==> src/rtl/dm_arb_pkg.sv <==
// Shared encodings and sizing helpers for the dm_arbiter data-memory arbiter.
package dm_arb_pkg;

  typedef enum logic [1:0] {
    IDLE    = 2'd0,
    CPU_OWN = 2'd1,
    DBG_OWN = 2'd2
  } state_t;

  typedef enum logic [1:0] {
    NONE = 2'd0,
    CPU  = 2'd1,
    DBG  = 2'd2
  } owner_t;

  // Enough bits to hold the saturation value itself.
  function automatic int starve_cnt_width(input int max_cnt);
    return (max_cnt < 1) ? 1 : $clog2(max_cnt + 1);
  endfunction

endpackage

==> src/rtl/dm_arb_starve_cnt.sv <==
// Saturating count of consecutive denied debug-request cycles; starve_hit
// forces the next debug grant over the CPU.
module dm_arb_starve_cnt
  import dm_arb_pkg::*;
#(
  parameter int STARVE_MAX = 4
) (
  input  logic clk,
  input  logic rst,
  input  logic dbg_req,
  input  logic dbg_gnt,
  output logic starve_hit
);

  localparam int CNT_W = starve_cnt_width(STARVE_MAX);
  localparam logic [CNT_W-1:0] CNT_MAX = CNT_W'(STARVE_MAX);

  logic [CNT_W-1:0] cnt;

  always_ff @(posedge clk) begin
    if (rst || dbg_gnt || !dbg_req) begin
      cnt <= '0;
    end else if (cnt != CNT_MAX) begin
      cnt <= cnt + CNT_W'(1);
    end
  end

  assign starve_hit = (cnt == CNT_MAX);

endmodule

==> src/rtl/dm_arbiter.sv <==
// Two-port CPU/debug arbiter for the shared data memory, fixed CPU priority with
// lock ownership. Define DM_ARB_STARVE_EN to compile in the debug starvation guard.
module dm_arbiter
  import dm_arb_pkg::*;
#(
  parameter int ADDR_W     = 7,
  parameter int DATA_W     = 32,
  parameter int STARVE_MAX = 4
) (
  input  logic              clk,
  input  logic              rst,
  input  logic              cpu_req,
  input  logic              cpu_lock,
  input  logic              cpu_we,
  input  logic [ADDR_W-1:0] cpu_addr,
  input  logic [DATA_W-1:0] cpu_wdata,
  input  logic              dbg_req,
  input  logic              dbg_lock,
  input  logic              dbg_we,
  input  logic [ADDR_W-1:0] dbg_addr,
  input  logic [DATA_W-1:0] dbg_wdata,
  output logic              cpu_gnt,
  output logic              dbg_gnt,
  output logic              cpu_rvalid,
  output logic [DATA_W-1:0] cpu_rdata,
  output logic              dbg_rvalid,
  output logic [DATA_W-1:0] dbg_rdata,
  output logic              mem_wea,
  output logic [ADDR_W-1:0] mem_addra,
  output logic [ADDR_W-1:0] mem_addrb,
  output logic [DATA_W-1:0] mem_dina,
  input  logic [DATA_W-1:0] mem_doutb
);

  state_t state, state_nxt;
  owner_t owner_p0;
  logic   starve_hit;
  logic   cpu_rd_p0;
  logic   dbg_rd_p0;

`ifdef DM_ARB_STARVE_EN
  dm_arb_starve_cnt #(
    .STARVE_MAX(STARVE_MAX)
  ) u_starve_cnt (
    .clk       (clk),
    .rst       (rst),
    .dbg_req   (dbg_req),
    .dbg_gnt   (dbg_gnt),
    .starve_hit(starve_hit)
  );
`else
  assign starve_hit = 1'b0;
`endif

  // A starved debug request outranks the CPU even while the CPU holds a lock,
  // so CPU_OWN needs no special handling beyond the plain priority.
  function automatic owner_t arbitrate(input logic c_req, input logic d_req,
                                       input logic hit);
    if (hit && d_req) return DBG;
    if (c_req)        return CPU;
    if (d_req)        return DBG;
    return NONE;
  endfunction

  always_ff @(posedge clk) begin
    if (rst) begin
      state <= IDLE;
    end else begin
      state <= state_nxt;
    end
  end

  always_comb begin
    state_nxt = IDLE;
    case (owner_p0)
      CPU:     if (cpu_lock) state_nxt = CPU_OWN;
      DBG:     if (dbg_lock) state_nxt = DBG_OWN;
      default: state_nxt = IDLE;
    endcase
  end

  always_comb begin
    owner_p0  = NONE;
    cpu_gnt   = 1'b0;
    dbg_gnt   = 1'b0;
    mem_wea   = 1'b0;
    mem_addra = '0;
    mem_addrb = '0;
    mem_dina  = '0;
    if (!rst) begin
      case (state)
        DBG_OWN: owner_p0 = dbg_req ? DBG : arbitrate(cpu_req, dbg_req, starve_hit);
        default: owner_p0 = arbitrate(cpu_req, dbg_req, starve_hit);
      endcase
    end
    case (owner_p0)
      CPU: begin
        cpu_gnt   = 1'b1;
        mem_wea   = cpu_we;
        mem_addra = cpu_addr;
        mem_dina  = cpu_wdata;
      end
      DBG: begin
        dbg_gnt   = 1'b1;
        mem_wea   = dbg_we;
        mem_addra = dbg_addr;
        mem_dina  = dbg_wdata;
      end
      default: ;
    endcase
    mem_addrb = mem_addra;
  end

  assign cpu_rd_p0 = (owner_p0 == CPU) && !cpu_we;
  assign dbg_rd_p0 = (owner_p0 == DBG) && !dbg_we;

  // p0 -> p1: capture asynchronous read data for the winning read beat.
  always_ff @(posedge clk) begin
    if (rst) begin
      cpu_rvalid <= 1'b0;
      dbg_rvalid <= 1'b0;
      cpu_rdata  <= '0;
      dbg_rdata  <= '0;
    end else begin
      cpu_rvalid <= cpu_rd_p0;
      dbg_rvalid <= dbg_rd_p0;
      if (cpu_rd_p0) cpu_rdata <= mem_doutb;
      if (dbg_rd_p0) dbg_rdata <= mem_doutb;
    end
  end

endmodule

==> config.mk <==
export PLATFORM = sky130hd
export DESIGN_NAME = dm_arbiter
export DESIGN_NICKNAME = d
export VERILOG_FILES = /design/src/rtl/dm_arb_pkg.sv /design/src/rtl/dm_arb_starve_cnt.sv /design/src/rtl/dm_arbiter.sv
export SDC_FILE = /design/constraint.sdc
export NUM_CORES = 1
export LEC_CHECK = 0
export CELL_PAD_IN_SITES_DETAIL_PLACEMENT = 1
export CELL_PAD_IN_SITES_GLOBAL_PLACEMENT = 2
export CORE_MARGIN = 4
export CORE_UTILIZATION = 18
export CTS_CLUSTER_DIAMETER = 200
export DETAILED_ROUTE_END_ITERATION = 12
export PLACE_DENSITY_LB_ADDON = 0.1
export REMOVE_ABC_BUFFERS = 1
export SYNTH_ARGS = -nofsm -noshare
export SYNTH_HDL_FRONTEND = slang
export SYNTH_HIERARCHICAL = 1
export SYNTH_SLANG_ARGS = --single-unit
==> constraint.sdc <==
create_clock -name clk -period 8.1 [get_ports clk]
set_input_delay 2.43 -clock clk [delete_from_list [all_inputs] [get_ports clk]]
set_output_delay 2.43 -clock clk [all_outputs]
set_load 0.01 [all_outputs]
# ---- After elaboration in Yosys (flattened, before gate mapping)
# Index checks and enable logic that the tools add are counted.
dict set report classes {
  eq_ne 3
  mux 39
  reduce_logical 4
}
# operator count
set op_table {}
lappend op_table {{$pmux 32 s2} 1}
lappend op_table {{$mux 2} 12}
lappend op_table {{$mux 1} 23}
lappend op_table {{$pmux 7 s2} 1}
lappend op_table {{$eq 2x2->1 const B} 2}
lappend op_table {{$pmux 2 s2} 1}
lappend op_table {{$eq 2x1->1 const B} 1}
lappend op_table {{$logic_and 1x1->1} 2}
lappend op_table {{$logic_not 1->1} 2}
lappend op_table {{$pmux 1 s2} 1}
dict set report totals {
  register_bits 68
  out_inout_bits 115
}

# ---- Depth between registers and ports, before layout
# Gate-level depths: netlist of run 1.
dict set report depth {
  word_depth 18
  depth_mapped 10
  ltp_nobuf 7
}

# ---- Worst setup path before layout of run 1
# OpenSTA, ideal clock, no wires.
dict set report synth_path {
  path_kind {input port to output port}
  start {input port rst}
  end {output port mem_dina[10]}
  t_arrival_ps 3865
  required_ps 5670
  path_slack_ps 1805
  path_stages 8
  n_path_buf 2
  cell_sequence {nand2b_1 > a21oi_1 > inv_1 > ha_1 > nor2b_1 > buf_2 > buf_2 > a22o_1}
}
dict set report synth_between {
  elab_chain_cells 3
  elab_cells_between_ends 4
  cone_classes {eq/ne: 2; mux: 2}
}
# element line
set synth_rtl {}
lappend synth_rtl {{start: declaration} dm_arbiter.sv:11} ;# input logic rst,
lappend synth_rtl {{$mux 2 (*)} dm_arbiter.sv:90} ;# if (!rst) begin
lappend synth_rtl {{$eq 2x2->1 or $eq 2x1->1 (tied branches)} dm_arbiter.sv:96} ;# case (owner_p0)
lappend synth_rtl {{$pmux 32 s2 (*)} dm_arbiter.sv:96}
lappend synth_rtl {{end: declaration} dm_arbiter.sv:31} ;# output logic [DATA_W-1:0] mem_dina,
# Mark *: on every way between the ends. The rest lies on a longest branch, timed or not.

# ---- Worst setup path after layout of run 1
dict set report layout_path {
  start {input port dbg_req}
  end {output port mem_addra[6]}
}
dict set report layout_between {
  elab_chain_cells 13
  elab_cells_between_ends 22
  cone_classes {eq/ne: 2; mux: 20}
}
# element line
set layout_rtl {}
lappend layout_rtl {{start: declaration} dm_arbiter.sv:17} ;# input logic dbg_req,
lappend layout_rtl {{$mux 1 (2 in a row)} dm_arbiter.sv:61} ;# if (d_req) return DBG;
lappend layout_rtl {{$mux 1} dm_arbiter.sv:60} ;# if (c_req) return CPU;
lappend layout_rtl {{$mux 1} dm_arbiter.sv:91} ;# case (state)
lappend layout_rtl {{$mux 1} dm_arbiter.sv:90}
lappend layout_rtl {{$mux 2} dm_arbiter.sv:62} ;# return NONE;
lappend layout_rtl {{$mux 2} dm_arbiter.sv:61}
lappend layout_rtl {{$mux 2} dm_arbiter.sv:60}
lappend layout_rtl {{$mux 2} dm_arbiter.sv:92} ;# DBG_OWN: owner_p0 = dbg_req ? DBG : arbitrate(cpu_req, dbg_req, starve_hit);
lappend layout_rtl {{$mux 2 (*)} dm_arbiter.sv:91}
lappend layout_rtl {{$mux 2 (*)} dm_arbiter.sv:90}
lappend layout_rtl {{$eq 2x2->1 or $eq 2x1->1 (tied branches)} dm_arbiter.sv:96}
lappend layout_rtl {{$pmux 7 s2 (*)} dm_arbiter.sv:96}
lappend layout_rtl {{end: declaration} dm_arbiter.sv:29} ;# output logic [ADDR_W-1:0] mem_addra,
# Mark *: on every way between the ends. The rest lies on a longest branch, timed or not. The select of a mux whose other input is x is not followed.

==> summary.md, run 1 <==
| Metric | Value |
|---|---|
| Mapped Cells | 371 |
| CP max stage cell | clkdlybuf4s50_1 |
| Min cycle time layout | 7.61 ns |
| Clock transition at the registers of the reported paths | 0.05 ns |
| GPL Wtd Cong | between 0.7 and 0.8 |
| Max Clock Skew | 0.00564 ns |
| DR iter-0 viols | around 130 |
| Crit path required time | 5.67 ns |
| Clock Path Buffers | 2 |
| Avg Inst Size Synth | 8.40 µm² |
| Critical path launch point type | input port |
| Final HPWL DP | between 10000 and 15000 µm |
| Resized Gates After CTS | 0 |
| Layout cell share with drive strength beyond 1 | 6.04% |
| Die height | 140 µm |
| Leading cell type in the layout, fill and taps excluded | clkdlybuf4s50_1 |
| Peak Freq | around 130 MHz |
| Yosys cell types | 28 |
| Die area | about 19000 µm² |
| Critical Path AT | 5.18 ns |
| PnR Total Power | 0.895 mW |
| Num CTS Buffers | 9 |
| Root buffer cell | clkbuf_16 |
| Total GRT Usage | 15.4% |
| Hold Buf Count CTS | 0 |
| Clock network power share | 42.4% |
| Internal cell power | 0.679 mW |
| Flop pwr share | 39.4% |
| VDD IR-drop max | 95.5 µV |
| Cell family with most CP delay | buffers and inverters |
| Final wirelength | between 15000 and 20000 µm |
| Worst path cell trace | clkdlybuf4s50_1, nand2b_1, a21oi_1, inv_1, ha_1, a211oi_4, buf_4, a22o_1, clkdlybuf4s50_1 |
| Pin count of the biggest net entering global routing | 39 |
| Seq/Total Area, Yosys | 43.7% |
| Final Hold Fails | 0 |
| Tcrit/Tclk final | 94.0% |
| Drt via density | 4.44 |
| CP Class | input port to output port |
| NetSw | 0.216 mW |
| Most common cell on crit path | clkdlybuf4s50_1 |
| Least-Margin Pin Slew | 1.16 ns |
| Hold WS | 0.452 ns |
| Comb pwr share | 18.2% |
| Most frequent cells in the layout | clkdlybuf4s50_1 (230), nand2_1 (96), dfxtp_1 (68) |
| Slew margin rel. | 22.5% |
| Number of warnings issued by yosys | 6 |
| Unrepaired setup endpoints after global routing | no |
| Per-cell routed wire length | just under 20 µm |
| Status | finished, final reports clean |
| Initial antenna violation count | 0 |
| #FFs+latches synth | between 60 and 70 |
| Clk_lat worst skew | 0.33 ns |
| Number of global-route vias before repair | roughly 3800 |
| Nets | 695 |
| Final Slew Violations | 0 |
| Crit Path Max Fanout | 38 |
| Area grow syn2layout | 86.5% |
| Port-buffer cells | 232 |
| CTS tree | yes |
| Leak pwr | about 2.1 nW |
| Cell area power density | 154 nW/µm² |
| Crit-path max cell delay | approximately 0.56 ns |
| CP Capture Type | output port |
| Io pins | about 230 |
| Starting Density | between 10% and 20% |
| Post-CTS setup buffer count | 0 |
| Clock Sink Count | 68 |
| DRT Pass-1 Iters | 4 |
| Switching share of power | between 20% and 30% |
| Worst min path class | flip-flop to flip-flop |
| Worst Path Buf+Inv | 4 |
| WL met3 | ~1000 µm |
| First-pass GRT wire length | 23300 µm |
| Setup_tns | 0 ns |
| Overflow after GRT | 0 |
| DR DRC count | 0 |
| Final setup vio count | 0 |
| Core outline area | 16800 µm² |
| Synth Cell Area | 3120 µm² |
| Max-cap viol count | 0 |
| Chip width | around 140 µm |
| Top layer reached by signal wires | met4 |
| H-tree Lvls | 3 |
| Post-DRT Antenna Nets | 0 |
| Via count | 3551 |
| Post-Route M1 WL | 6060 µm |
| Met2 WL | 8010 µm |
| Antenna cells | 0 |
| Num rows | 47 |
==> layer usage <==
layer / vias up / global-route usage (%)
li1: 1734 / -
met2: 112 / 27.8
met5: - / 0
met4: 0 / 4.90
met3: 18 / 5.56
met1: 1687 / 16.9
==> power groups by stage <==
stage | combinational, mW | sequential, mW | clock, mW
CTS | 0.166 | 0.352 | 0.399
floorplan | 0.0368 | 0.364 | 0
global route | 0.175 | 0.353 | 0.411
finish | 0.163 | 0.352 | 0.380
detailed placement | 0.165 | 0.359 | 0
global placement | 0.165 | 0.359 | 0
==> worst reg2reg max path, delay by kind of cell, from the launching register on <==
kind | cells | cell delay, ns
fa+ha+maj | 1 | 0.25
simple gates | 4 | 1.24
compound gates | 1 | 0.15
buf+inv | 1 | 0.07
flops | 1 | 0.41
==> cell usage after synthesis, drive strengths merged <==
library cell / number / area [µm²]
nand3: 32 / 160
dfxtp: 68 / 1360
nor2: 4 / 15.0
a21oi: 34 / 170
nor3: 2 / 21.3
and3b: 1 / 8.76
inv: 4 / 15.0
o311ai: 32 / 295
a22oi: 2 / 15.0
ha: 2 / 25.0
a211oi: 1 / 12.5
and3: 1 / 6.26
nor3b: 2 / 26.3
a22o: 38 / 333
nand3b: 1 / 7.51
nand2: 96 / 360
nand2b: 3 / 26.3
buf: 28 / 179
clkbuf: 18 / 67.6
nor2b: 2 / 12.5
==> cell families after synthesis <==
group           count (synthesis)  share of synthesized area [%]
flops                          68                           43.7
simple gates                  144                           20.7
buf+inv                        50                           8.39
fa+ha+maj                       2                          0.802
compound gates                107                           26.5
==> flip-flops by register name, indices dropped and copies added, names as in the netlist <==
register    count
state           2
dbg_rdata      32
dbg_rvalid      1
cpu_rvalid      1
cpu_rdata      32
==> layout make-up <==
| class | count | area [µm²] |
|---|---|---|
| clock buffers | 10 | 229 |
| clock inverters | 5 | 53.8 |
| fillers | 1942 | 10900 |
| inverters | 4 | 15.0 |
| multi-input cells | 253 | 1520 |
| flip-flops and latches | 68 | 1360 |
| well taps | 220 | 275 |
| repair buffers | 239 | 2360 |
==> final timing paths <==
| kind | from | end | slack, ns | depth (start not counted) |
|---|---|---|---|---|
| worst max register to register | state[1] | dbg_rdata[22] | 5.92 | 7 |
| worst max-delay path | dbg_req | mem_addra[6] | 0.49 | 9 |
| worst min register to register | dbg_rdata[2] | dbg_rdata[2] | 0.45 | 2 |
| worst min-delay path | dbg_rdata[2] | dbg_rdata[2] | 0.45 | 2 |
==> stage by stage <==
stage / instances / setup slack, ns / util (%) / area [µm²]
3_3_place_gp: 784 / 0.582 / 33.0 / 5530
6_report: 799 / 0.487 / 34.7 / 5820
3_5_place_dp: 784 / 0.457 / 33.0 / 5530
2_1_floorplan: 325 / 0.353 / - / 2870
5_1_grt: 799 / 0.326 / 34.7 / 5820
4_1_cts: 799 / 0.457 / 34.7 / 5820
(Power assumes the default switching activity.)
==> inputs of run 2 (changes only) <==
- HOLD_SLACK_MARGIN: not set -> 0.06
==> results of run 2 <==
No change in the layout: final DEF, timing and power equal those of run 1.
==> inputs of run 3 (changes only) <==
- TNS_END_PERCENT: not set -> 100
==> results of run 3 <==
No change in the layout: final DEF, timing and power equal those of run 1.
